**src/rtl/mc_pkg.sv**
```systemverilog
// Shared definitions for the multi-cycle MIPS datapath: opcodes, functs,
// FSM states, ALU control codes and small decode helpers.
package mc_pkg;

  // Primary opcodes (IR[31:26])
  localparam logic [5:0] OP_R    = 6'h00;
  localparam logic [5:0] OP_J    = 6'h02;
  localparam logic [5:0] OP_BEQ  = 6'h04;
  localparam logic [5:0] OP_BNE  = 6'h05;
  localparam logic [5:0] OP_ADDI = 6'h08;
  localparam logic [5:0] OP_LW   = 6'h23;
  localparam logic [5:0] OP_SW   = 6'h2B;

  // R-type funct codes (IR[5:0])
  localparam logic [5:0] FN_NOP = 6'h00;
  localparam logic [5:0] FN_ADD = 6'h20;
  localparam logic [5:0] FN_SUB = 6'h22;
  localparam logic [5:0] FN_AND = 6'h24;
  localparam logic [5:0] FN_OR  = 6'h25;
  localparam logic [5:0] FN_SLT = 6'h2A;

  // Instruction sequencing states
  typedef enum logic [2:0] {
    FETCH  = 3'd0,
    DECODE = 3'd1,
    EXEC   = 3'd2,
    MEM    = 3'd3,
    WB     = 3'd4,
    HALT   = 3'd5
  } state_e;

  // ALU control codes
  typedef enum logic [3:0] {
    ALU_AND = 4'h0,
    ALU_OR  = 4'h1,
    ALU_ADD = 4'h2,
    ALU_SUB = 4'h6,
    ALU_SLT = 4'h7
  } alu_ctrl_e;

  // Sign-extend a 16-bit immediate to 32 bits
  function automatic logic [31:0] sext16(input logic [15:0] imm);
    return {{16{imm[15]}}, imm};
  endfunction

  // True for the R-type functs this core implements (NOP included)
  function automatic logic funct_legal(input logic [5:0] funct);
    return (funct == FN_NOP) || (funct == FN_ADD) || (funct == FN_SUB) ||
           (funct == FN_AND) || (funct == FN_OR)  || (funct == FN_SLT);
  endfunction

endpackage

```
**src/rtl/mc_regfile.sv**
```systemverilog
// 32x32 register file: two asynchronous read ports, one synchronous write
// port, asynchronous active-low clear. r0 reads as zero and ignores writes.
module mc_regfile
  import mc_pkg::*;
(
  input  logic        CLK,
  input  logic        RST_N,
  input  logic [4:0]  raddr_a_i,
  input  logic [4:0]  raddr_b_i,
  output logic [31:0] rdata_a_o,
  output logic [31:0] rdata_b_o,
  input  logic        we_i,
  input  logic [4:0]  waddr_i,
  input  logic [31:0] wdata_i
);

  logic [31:0] regs_q [32];

  // Register array: cleared on reset, written on a WB cycle unless target is r0
  always_ff @(posedge CLK or negedge RST_N) begin
    // NOTE: resetting a storage array maps it onto flops instead of a RAM
    // macro; done on purpose because software relies on every register
    // starting at zero after reset.
    if (!RST_N) begin
      for (int i = 0; i < 32; i++) begin
        regs_q[i] <= '0;
      end
    end else if (we_i && (waddr_i != 5'd0)) begin
      regs_q[waddr_i] <= wdata_i;
    end
  end

  // Asynchronous reads with r0 forced to zero
  always_comb begin
    rdata_a_o = (raddr_a_i == 5'd0) ? 32'd0 : regs_q[raddr_a_i];
    rdata_b_o = (raddr_b_i == 5'd0) ? 32'd0 : regs_q[raddr_b_i];
  end

endmodule

```
**src/rtl/datapath_multiciclo.sv**
```systemverilog
// Multi-cycle MIPS datapath: FETCH/DECODE/EXEC/MEM/WB sequenced by one FSM,
// sharing a single instruction/data memory port with a req/ready handshake.
// Optional build macro BNE_EN adds the bne instruction; without it the bne
// opcode is treated as illegal and halts the core.
module datapath_multiciclo
  import mc_pkg::*;
#(
  parameter logic [31:0] RESET_PC = 32'h0000_0000,
  parameter int          ADDR_W   = 32
) (
  input  logic              CLK,
  input  logic              RST_N,
  output logic              mem_req,
  output logic              mem_we,
  output logic [ADDR_W-1:0] mem_addr,
  output logic [31:0]       mem_wdata,
  input  logic [31:0]       mem_rdata,
  input  logic              mem_ready,
  output logic [31:0]       tr_salida_final,
  output logic              wb_valid,
  output logic              illegal
);

  // Architectural and inter-stage registers
  state_e      state_q, state_d;
  logic [31:0] pc_q, pc_d;
  logic [31:0] ir_q, ir_d;
  logic [31:0] a_q, a_d;
  logic [31:0] b_q, b_d;
  logic [31:0] aluout_q, aluout_d;
  logic [31:0] mdr_q, mdr_d;
  logic [31:0] target_q, target_d;
  logic [31:0] tr_q, tr_d;
  logic        wb_valid_q, wb_valid_d;
  logic        illegal_q, illegal_d;

  // Instruction fields
  logic [5:0]  opcode;
  logic [4:0]  rs, rt, rd;
  logic [5:0]  funct;
  logic [15:0] imm;
  logic [31:0] imm_sext;

  assign opcode   = ir_q[31:26];
  assign rs       = ir_q[25:21];
  assign rt       = ir_q[20:16];
  assign rd       = ir_q[15:11];
  assign funct    = ir_q[5:0];
  assign imm      = ir_q[15:0];
  assign imm_sext = sext16(imm);

  // Register file hookup: writes happen only in WB
  logic [31:0] rf_rdata_a, rf_rdata_b;
  logic        rf_we;
  logic [4:0]  rf_waddr;
  logic [31:0] rf_wdata;

  assign rf_we    = (state_q == WB);
  assign rf_waddr = (opcode == OP_R) ? rd : rt;
  assign rf_wdata = (opcode == OP_LW) ? mdr_q : aluout_q;

  mc_regfile u_regfile (
    .CLK       (CLK),
    .RST_N     (RST_N),
    .raddr_a_i (rs),
    .raddr_b_i (rt),
    .rdata_a_o (rf_rdata_a),
    .rdata_b_o (rf_rdata_b),
    .we_i      (rf_we),
    .waddr_i   (rf_waddr),
    .wdata_i   (rf_wdata)
  );

  // Opcode legality check used in DECODE
  logic op_legal;
  always_comb begin
    op_legal = 1'b0;
    case (opcode)
      OP_R:                               op_legal = funct_legal(funct);
      OP_ADDI, OP_LW, OP_SW, OP_BEQ, OP_J: op_legal = 1'b1;
`ifdef BNE_EN
      OP_BNE:                             op_legal = 1'b1;
`endif
      default:                            op_legal = 1'b0;
    endcase
  end

  // ALU: R-type uses B and the funct-selected op; addi/lw/sw add the immediate
  alu_ctrl_e   alu_ctrl;
  logic [31:0] alu_b;
  logic [31:0] alu_result;
  always_comb begin
    alu_ctrl = ALU_ADD;
    alu_b    = imm_sext;
    if (opcode == OP_R) begin
      alu_b = b_q;
      case (funct)
        FN_SUB:  alu_ctrl = ALU_SUB;
        FN_AND:  alu_ctrl = ALU_AND;
        FN_OR:   alu_ctrl = ALU_OR;
        FN_SLT:  alu_ctrl = ALU_SLT;
        default: alu_ctrl = ALU_ADD;
      endcase
    end
    case (alu_ctrl)
      ALU_SUB: alu_result = a_q - alu_b;
      ALU_AND: alu_result = a_q & alu_b;
      ALU_OR:  alu_result = a_q | alu_b;
      ALU_SLT: alu_result = {31'd0, ($signed(a_q) < $signed(alu_b))};
      default: alu_result = a_q + alu_b;
    endcase
  end

  // Memory port request from the FSM, before the reset gate
  logic        req_raw, we_raw;
  logic [31:0] addr_full;

  // Next-state and datapath control for every stage
  always_comb begin
    // NOTE: combinational blocks use blocking assignments, and every signal
    // gets a default first so no path can leave one unassigned (latch).
    state_d    = state_q;
    pc_d       = pc_q;
    ir_d       = ir_q;
    a_d        = a_q;
    b_d        = b_q;
    aluout_d   = aluout_q;
    mdr_d      = mdr_q;
    target_d   = target_q;
    tr_d       = tr_q;
    wb_valid_d = 1'b0;
    illegal_d  = illegal_q;
    req_raw    = 1'b0;
    we_raw     = 1'b0;
    addr_full  = pc_q;

    case (state_q)
      FETCH: begin
        req_raw = 1'b1;
        if (mem_ready) begin
          ir_d    = mem_rdata;
          pc_d    = pc_q + 32'd4;
          state_d = DECODE;
        end
      end

      DECODE: begin
        a_d      = rf_rdata_a;
        b_d      = rf_rdata_b;
        target_d = pc_q + (imm_sext << 2);
        if (!op_legal) begin
          illegal_d = 1'b1;
          state_d   = HALT;
        end else if (opcode == OP_J) begin
          pc_d    = {pc_q[31:28], ir_q[25:0], 2'b00};
          state_d = FETCH;
        end else begin
          state_d = EXEC;
        end
      end

      EXEC: begin
        case (opcode)
          OP_R: begin
            if (funct == FN_NOP) begin
              state_d = FETCH;
            end else begin
              aluout_d = alu_result;
              state_d  = WB;
            end
          end
          OP_ADDI: begin
            aluout_d = alu_result;
            state_d  = WB;
          end
          OP_LW, OP_SW: begin
            aluout_d = alu_result;
            state_d  = MEM;
          end
          OP_BEQ: begin
            if (a_q == b_q) pc_d = target_q;
            state_d = FETCH;
          end
`ifdef BNE_EN
          OP_BNE: begin
            if (a_q != b_q) pc_d = target_q;
            state_d = FETCH;
          end
`endif
          default: state_d = HALT;  // unreachable: DECODE filtered it
        endcase
      end

      MEM: begin
        req_raw   = 1'b1;
        we_raw    = (opcode == OP_SW);
        addr_full = aluout_q;
        if (mem_ready) begin
          if (opcode == OP_SW) begin
            state_d = FETCH;
          end else begin
            mdr_d   = mem_rdata;
            state_d = WB;
          end
        end
      end

      WB: begin
        tr_d       = rf_wdata;
        wb_valid_d = 1'b1;
        state_d    = FETCH;
      end

      HALT:    state_d = HALT;
      default: state_d = FETCH;
    endcase
  end

  // State and datapath registers, all cleared asynchronously
  always_ff @(posedge CLK or negedge RST_N) begin
    // NOTE: sequential state uses non-blocking assignments so every flop
    // samples pre-edge values regardless of statement order.
    if (!RST_N) begin
      state_q    <= FETCH;
      pc_q       <= RESET_PC;
      ir_q       <= '0;
      a_q        <= '0;
      b_q        <= '0;
      aluout_q   <= '0;
      mdr_q      <= '0;
      target_q   <= '0;
      tr_q       <= '0;
      wb_valid_q <= 1'b0;
      illegal_q  <= 1'b0;
    end else begin
      state_q    <= state_d;
      pc_q       <= pc_d;
      ir_q       <= ir_d;
      a_q        <= a_d;
      b_q        <= b_d;
      aluout_q   <= aluout_d;
      mdr_q      <= mdr_d;
      target_q   <= target_d;
      tr_q       <= tr_d;
      wb_valid_q <= wb_valid_d;
      illegal_q  <= illegal_d;
    end
  end

  // The reset gate drops the request at once, even mid-access, while the
  // state register is held in FETCH; the aborted access is never retried.
  assign mem_req         = req_raw & RST_N;
  assign mem_we          = we_raw & RST_N;
  assign mem_addr        = addr_full[ADDR_W-1:0];
  assign mem_wdata       = b_q;
  assign tr_salida_final = tr_q;
  assign wb_valid        = wb_valid_q;
  assign illegal         = illegal_q;

endmodule

```
**config.mk**
```make
export PLATFORM = sky130hd
export DESIGN_NAME = datapath_multiciclo
export DESIGN_NICKNAME = d
export VERILOG_FILES = /design/src/rtl/mc_pkg.sv /design/src/rtl/mc_regfile.sv /design/src/rtl/datapath_multiciclo.sv
export SDC_FILE = /design/constraint.sdc
export NUM_CORES = 2
export LEC_CHECK = 0
export CAP_MARGIN = 30
export CELL_PAD_IN_SITES_DETAIL_PLACEMENT = 1
export CELL_PAD_IN_SITES_GLOBAL_PLACEMENT = 2
export CORE_UTILIZATION = 35
export DETAILED_ROUTE_END_ITERATION = 10
export PLACE_DENSITY = 0.64
export SYNTH_ARGS = -nofsm -noshare
export SYNTH_HDL_FRONTEND = slang
export SYNTH_HIERARCHICAL = 1
export SYNTH_SLANG_ARGS = --single-unit
```
**constraint.sdc**
```tcl
create_clock -name CLK -period 4.7 [get_ports CLK]
set_input_delay 0.94 -clock CLK [delete_from_list [all_inputs] [get_ports CLK]]
set_output_delay 0.94 -clock CLK [all_outputs]
set_load 0.03 [all_outputs]
```
; ---- Word level (Yosys, flattened, before mapping)
; Index checks and enable logic that the tools add are counted.
[totals]
elab_cells = 155
output_inout_bits = 100
inputBits = 35
reg_bits = 1285
[classes]
n_reduce_logical = 28
n_lt_le_gt_ge = 5
n_addsub = 4
n_mux = 38
n_eq_ne = 26
bitwise_logic = 10
[ops]
columns = operator, n
row1 = bitwise mux 1024 bit, 1
row2 = two-way mux 32 bit, 14
row3 = binary-select mux 32 bit (select 5 bit), 2
row4 = demux 32 bit (select 5 bit), 1
row5 = one-hot mux 32 bit (4 select lines), 1
row6 = one-hot mux 32 bit (3 select lines), 1
row7 = adder 32 bit, 2
row8 = one-hot mux 32 bit (2 select lines), 1
row9 = two-way mux 28 bit, 2
row10 = == test 6 bit (second input constant), 7
row11 = adder 32 x 3 -> 32 bit (second input constant), 1
row12 = bitwise AND 32 bit, 1
row13 = == test 32 bit, 1
row14 = less-than comparator 32 bit, 1
row15 = OR 32 bit, 1
row16 = subtractor 32 bit, 1
row17 = one-hot mux 3 bit (4 select lines), 2
row18 = greater-or-equal comparator 6 bit (second input constant), 3
row19 = two-way mux 3 bit, 6
row20 = NOT 5 -> 6 bit, 3
row21 = one-hot mux 3 bit (5 select lines), 1
row22 = inequality test 2 bit (second input constant), 7
row23 = zero test 6 bit, 2
row24 = zero test 5 bit, 2
row25 = other kinds (29), 47

; ---- Logic depth before layout (Yosys ltp)
[logic_depth]
word_depth = 9
ltp_mapped = 19
depth_no_buf = 16

; ---- By module
; The synthesis kept the hierarchy.
[modules_own_cells]
columns = mod, area_per_inst_um2, instances, cells_each
row1 = mc_regfile, 53999.3, 1, 3543
row2 = datapath_multiciclo, 18305.1, 1, 2122

; ---- Worst setup path after synthesis
; OpenSTA, ideal clock, no wires.
[synth_path]
path_type = reg-to-reg
startpoint = register ir_q[29]
endpoint = register aluout_q[20]
period_less_slack_ps = 4601
n_path_buf = 3
setup_slack_ps = 99
required_ps = 4605
path_stages_with_launch = 20
arrival_ps = 4506
setup_time_ps = 95
cell_sequence = dfrtp_1 buf_6 or4_4 nor3_1 clkbuf_1 clkbuf_1 nand2_1 nand2_1 ha_1 inv_1 fa_1 nor2b_1 o221ai_1 a21oi_1 a211oi_1 o41ai_1 a2111oi_0 o32a_1 o22ai_1 o31ai_1
[synth_between]
elab_chain_len = 6
[synth_rtl]
columns = element, line_no
row1 = from (decl), datapath_multiciclo.sv:27  ; logic [31:0] ir_q, ir_d;
row2 = from (signal assigned), datapath_multiciclo.sv:238  ; ir_q <= ir_d;
row3 = zero test 6 bit, "datapath_multiciclo.sv:95, datapath_multiciclo.sv:163"
row4 = two-way mux 32 bit or two-way mux 3 bit (tied branches), datapath_multiciclo.sv:95  ; if (opcode == OP_R) begin
row5 = "adder 32 bit, or another cell as far along", datapath_multiciclo.sv:110  ; default: alu_result = a_q + alu_b;
row6 = one-hot mux 32 bit (4 select lines), datapath_multiciclo.sv:105  ; case (alu_ctrl)
row7 = two-way mux 32 bit, datapath_multiciclo.sv:165  ; if (funct == FN_NOP) begin
row8 = one-hot mux 32 bit (2 select lines), datapath_multiciclo.sv:163  ; case (opcode)
row9 = to (signal assigned), datapath_multiciclo.sv:241  ; aluout_q <= aluout_d;
row10 = to (decl), datapath_multiciclo.sv:30  ; logic [31:0] aluout_q, aluout_d;
; Several ways; a longest one is shown, not always the timed one. The select of a mux whose other input is x is not followed.
; A chain may end at the register's enable or synchronous reset.

; ---- Worst setup path in the final report
[layout_path]
startpoint = register ir_q[26]
endpoint = register aluout_q[29]
; Same word-level chain as after synthesis.

==> flow_summary.ini <==
[yosys]
synth_top_area_share_pct = 44.5
yosysUniqueCellTypes = 83
synth_common_cells = 1285 x dfrtp_1, 1180 x mux2_2, 459 x mux4_2, 378 x nand2_1, 324 x clkbuf_1
synth_edf_count = 0
syn_area_mm2 = 0.0723
synth-seq-cells = 1285
synth_fp_nets = 5829
postSynthCellCount = 5665
synthFlopType = dfrtp_1
yosysMostFrequentCell = dfrtp_1
ys_seq_area_share_pct = 44.5
yosys-top-cells-area = dfrtp_1 44%, mux2_2 18%, mux4_2 14%
yosys_warnings = 6
synth.largest_area_cell = dfrtp_1
async_reset_ff_share_pct = 100
avgSynthCellArea_um2 = 12.8

[clock_network]
clockBufferDepth = 3
path_clk_slew_ns = 0.07
root_buffer = clkbuf_16
cts.sink_count = 1285
h-tree-depth = 4
cts_setup_buffers = 0
cts_tree = yes
clk_latency_ns = 0.84
cts_inserted_buffers = 157

[grt]
grt_pass1_wl_mm = 408
antenna_found_initial = 10
grt_usage_pct = 27.0
grt-ovfl-total = 0
grt_pass1_vias = 54156
grt_max_degree = 170

[place]
dp_slack_ns = 0.0283
globalplace.congestion = 0.914
port_buffers = 134
dp.final_hpwl_mm = 189
placed_area_mm2 = 0.0776

[route]
wl_met1_mm = 124
postRouteAntennaNets = 0
wl_per_cell_um = 33.1
drt-initial-drc-count = 3721
num_vias = 51181
avgViaCountPerCell = 6.02
routed-wl-met3_mm = 13.4
met2_length_mm = 134
drt-pass1-iter-count = 5
route.detailed.drc = 0
totalWireLength_mm = 281
top_layer_used = met5

[sta]
worst_pin_slew_ns = 1.07
finalClockSkew_ns = 0.0347
max_slew_margin_pct = 28.3
maxSlewViolCount = 0
grt_setup_unrepaired = no
period_share_pct = 95.7
finalSetupViolCount = 0
hold_viol = 0
fmax_mhz = 222
finalSetupTns_ns = 0
finalWorstSetupSlack_ns = 0.204
fin_crit_ns = 4.50

[power]
power.switching_mw = 23.0
comb_power_share_pct = 45.9
total_leakage_power_nw = 37.5
seq_power_share_pct = 30.3
finalPower_mw = 53.0
internal_power_mw = 30.0
swShare_pct = 43.3
irDropWorstVdd_mv = 0.396
pwr-share-clk_pct = 23.7
p_per_area_mw_per_mm2 = 638

[setup_path]
critPathMaxFanout = 9
critPathLaunchType = register
worstPathRequired_ns = 5.47
slowest_delay_ns = 0.60
cp-end-kind = register
arrival_ns = 5.27
reg2reg_from = ir_q[26]
worstSetupPathType = register to register
startpoint = ir_q[26]
crit_chain = buf_4 > nor4_1 > nand2_2 > nand2_1 > nand2_1 > inv_1 > ha_1 > or4_1 > nor3b_1 > a211o_1 > o21ba_2 > o21ba_1 > o21bai_1 > a2111o_1 > a2111o_1 > nand3_1
crit_slowest_cell = or4_1
r2r_cells = 16

[floorplanning]
die_width_um = 457
row_count = 166
start_util_pct = 35.3
io_pins = 135
die_h_um = 457
die_area_mm2 = 0.208
fp.coreArea_mm2 = 0.205

[status]
status = finished, final reports clean

[cells_and_area]
area_delta_synth_final_pct = 14.9
multi_input_area_mm2 = 0.0377
regArea_mm2 = 0.0322
final_util_pct = 40.5
fill_cells = 21046
layout-drive-gt1-share_pct = 38.6
nNetsFinal = 5846
stdcell_area_mm2 = 0.0831

[worst_hold_path]
hold_start = u_regfile/regs_q[1013]
hp-class = register to register
worstHoldPathCells = 0

[run]
max_cap_violations = 0
## cell type report
cell class                 count  share of cell area, %
antenna                        6                 0.0181
clock buffer                 235                   5.65
clock inverter                48                  0.753
inverter                     113                  0.511
multi-input combinational   3730                   45.4
sequential                  1285                   38.7
tap                         2688                   4.05
timing repair buffer         395                   4.86
## placed cells by master (no fill, tap or decap), types with 39 or more instances in the layout
cell type        netlist  routed
nor2b_1               44      39
ha_1                 126     126
o21ai_0              184     180
buf_4                 22     202
xor2_1                45      45
a211oi_1              62      61
o221ai_1              39      39
mux4_2               459     459
dfrtp_1             1285    1277
o22ai_1               97      97
clkbuf_16              0     160
mux2i_1              167     167
clkbuf_8               0      41
nor2_1               171     155
buf_12                 0      54
a22o_1                57      57
clkdlybuf4s50_1        0     133
nor3_1                83      80
nand2_1              378     364
inv_1                111     111
a21oi_1              121     120
mux2_2              1180    1180
## metal layers
layer  GRT usage [%]  vias to the layer above
li1                -                    21404
met3            3.64                      442
met4            9.69                        2
met5               0                        -
met1            37.0                    27888
met2            43.7                     1445
## sequential cells by signal, summed over array words and instances (netlist names), 32 cells and up
name,flops
a_q,32
mdr_q,32
u_regfile/regs_q,1024
ir_q,32
aluout_q,32
tr_salida_final,32
mem_wdata,32
target_q,32
pc_q,32
## path summary, 6_finish.rpt
kind | end | slack [ns]
max | aluout_q[29] | 0.20
min | u_regfile/regs_q[1013] | 0.40
max reg2reg | aluout_q[29] | 0.20
min reg2reg | u_regfile/regs_q[1013] | 0.40
max in group asynchronous | u_regfile/regs_q[208] | 2.08
min in group asynchronous | target_q[31] | 0.64
## power by group through the flow
stage               logic (mW)  clock network (mW)  registers (mW)
finish                    24.3                12.6            16.1
global route              25.8                13.3            16.3
CTS                       24.2                12.9            16.1
detailed placement        24.2                   0            16.2
global placement          23.9                   0            16.1
floorplan                 15.0                   0            14.9
## worst max-delay path, delay by kind of cell (launching register included)
kind | cells | cell delay [ns]
AND/OR/NAND/NOR | 7 | 1.86
adder cells (fa/ha/maj) | 1 | 0.25
flip-flops | 1 | 0.39
AO/OA/AOI/OAI | 6 | 1.71
buffers and inverters | 2 | 0.24
## cell families after synthesis
family | count (synthesis) | share of synthesized area [%]
adder cells (fa/ha/maj) | 129 | 2.26
buffers and inverters | 650 | 3.77
AND/OR/NAND/NOR | 873 | 5.54
XOR/XNOR | 65 | 0.787
AO/OA/AOI/OAI | 852 | 8.11
multiplexers | 1811 | 35.1
flip-flops | 1285 | 44.5
## timing repair
item	CTS	global route
setup endpoints to repair	0	10
hold endpoints to repair	31	0
resized for setup	0	15
hold buffers	1	0
## stage by stage
stage / cells / hold slack [ns]
final: 8500 / 0.397
after global routing: 8494 / 0.413
after CTS: 8491 / 0.396
after detailed placement: 8207 / 0.384
after global placement: 8205 / 0.377
after floorplan: 5665 / 0.441
No activity file was read; power rests on OpenSTA's default activity.
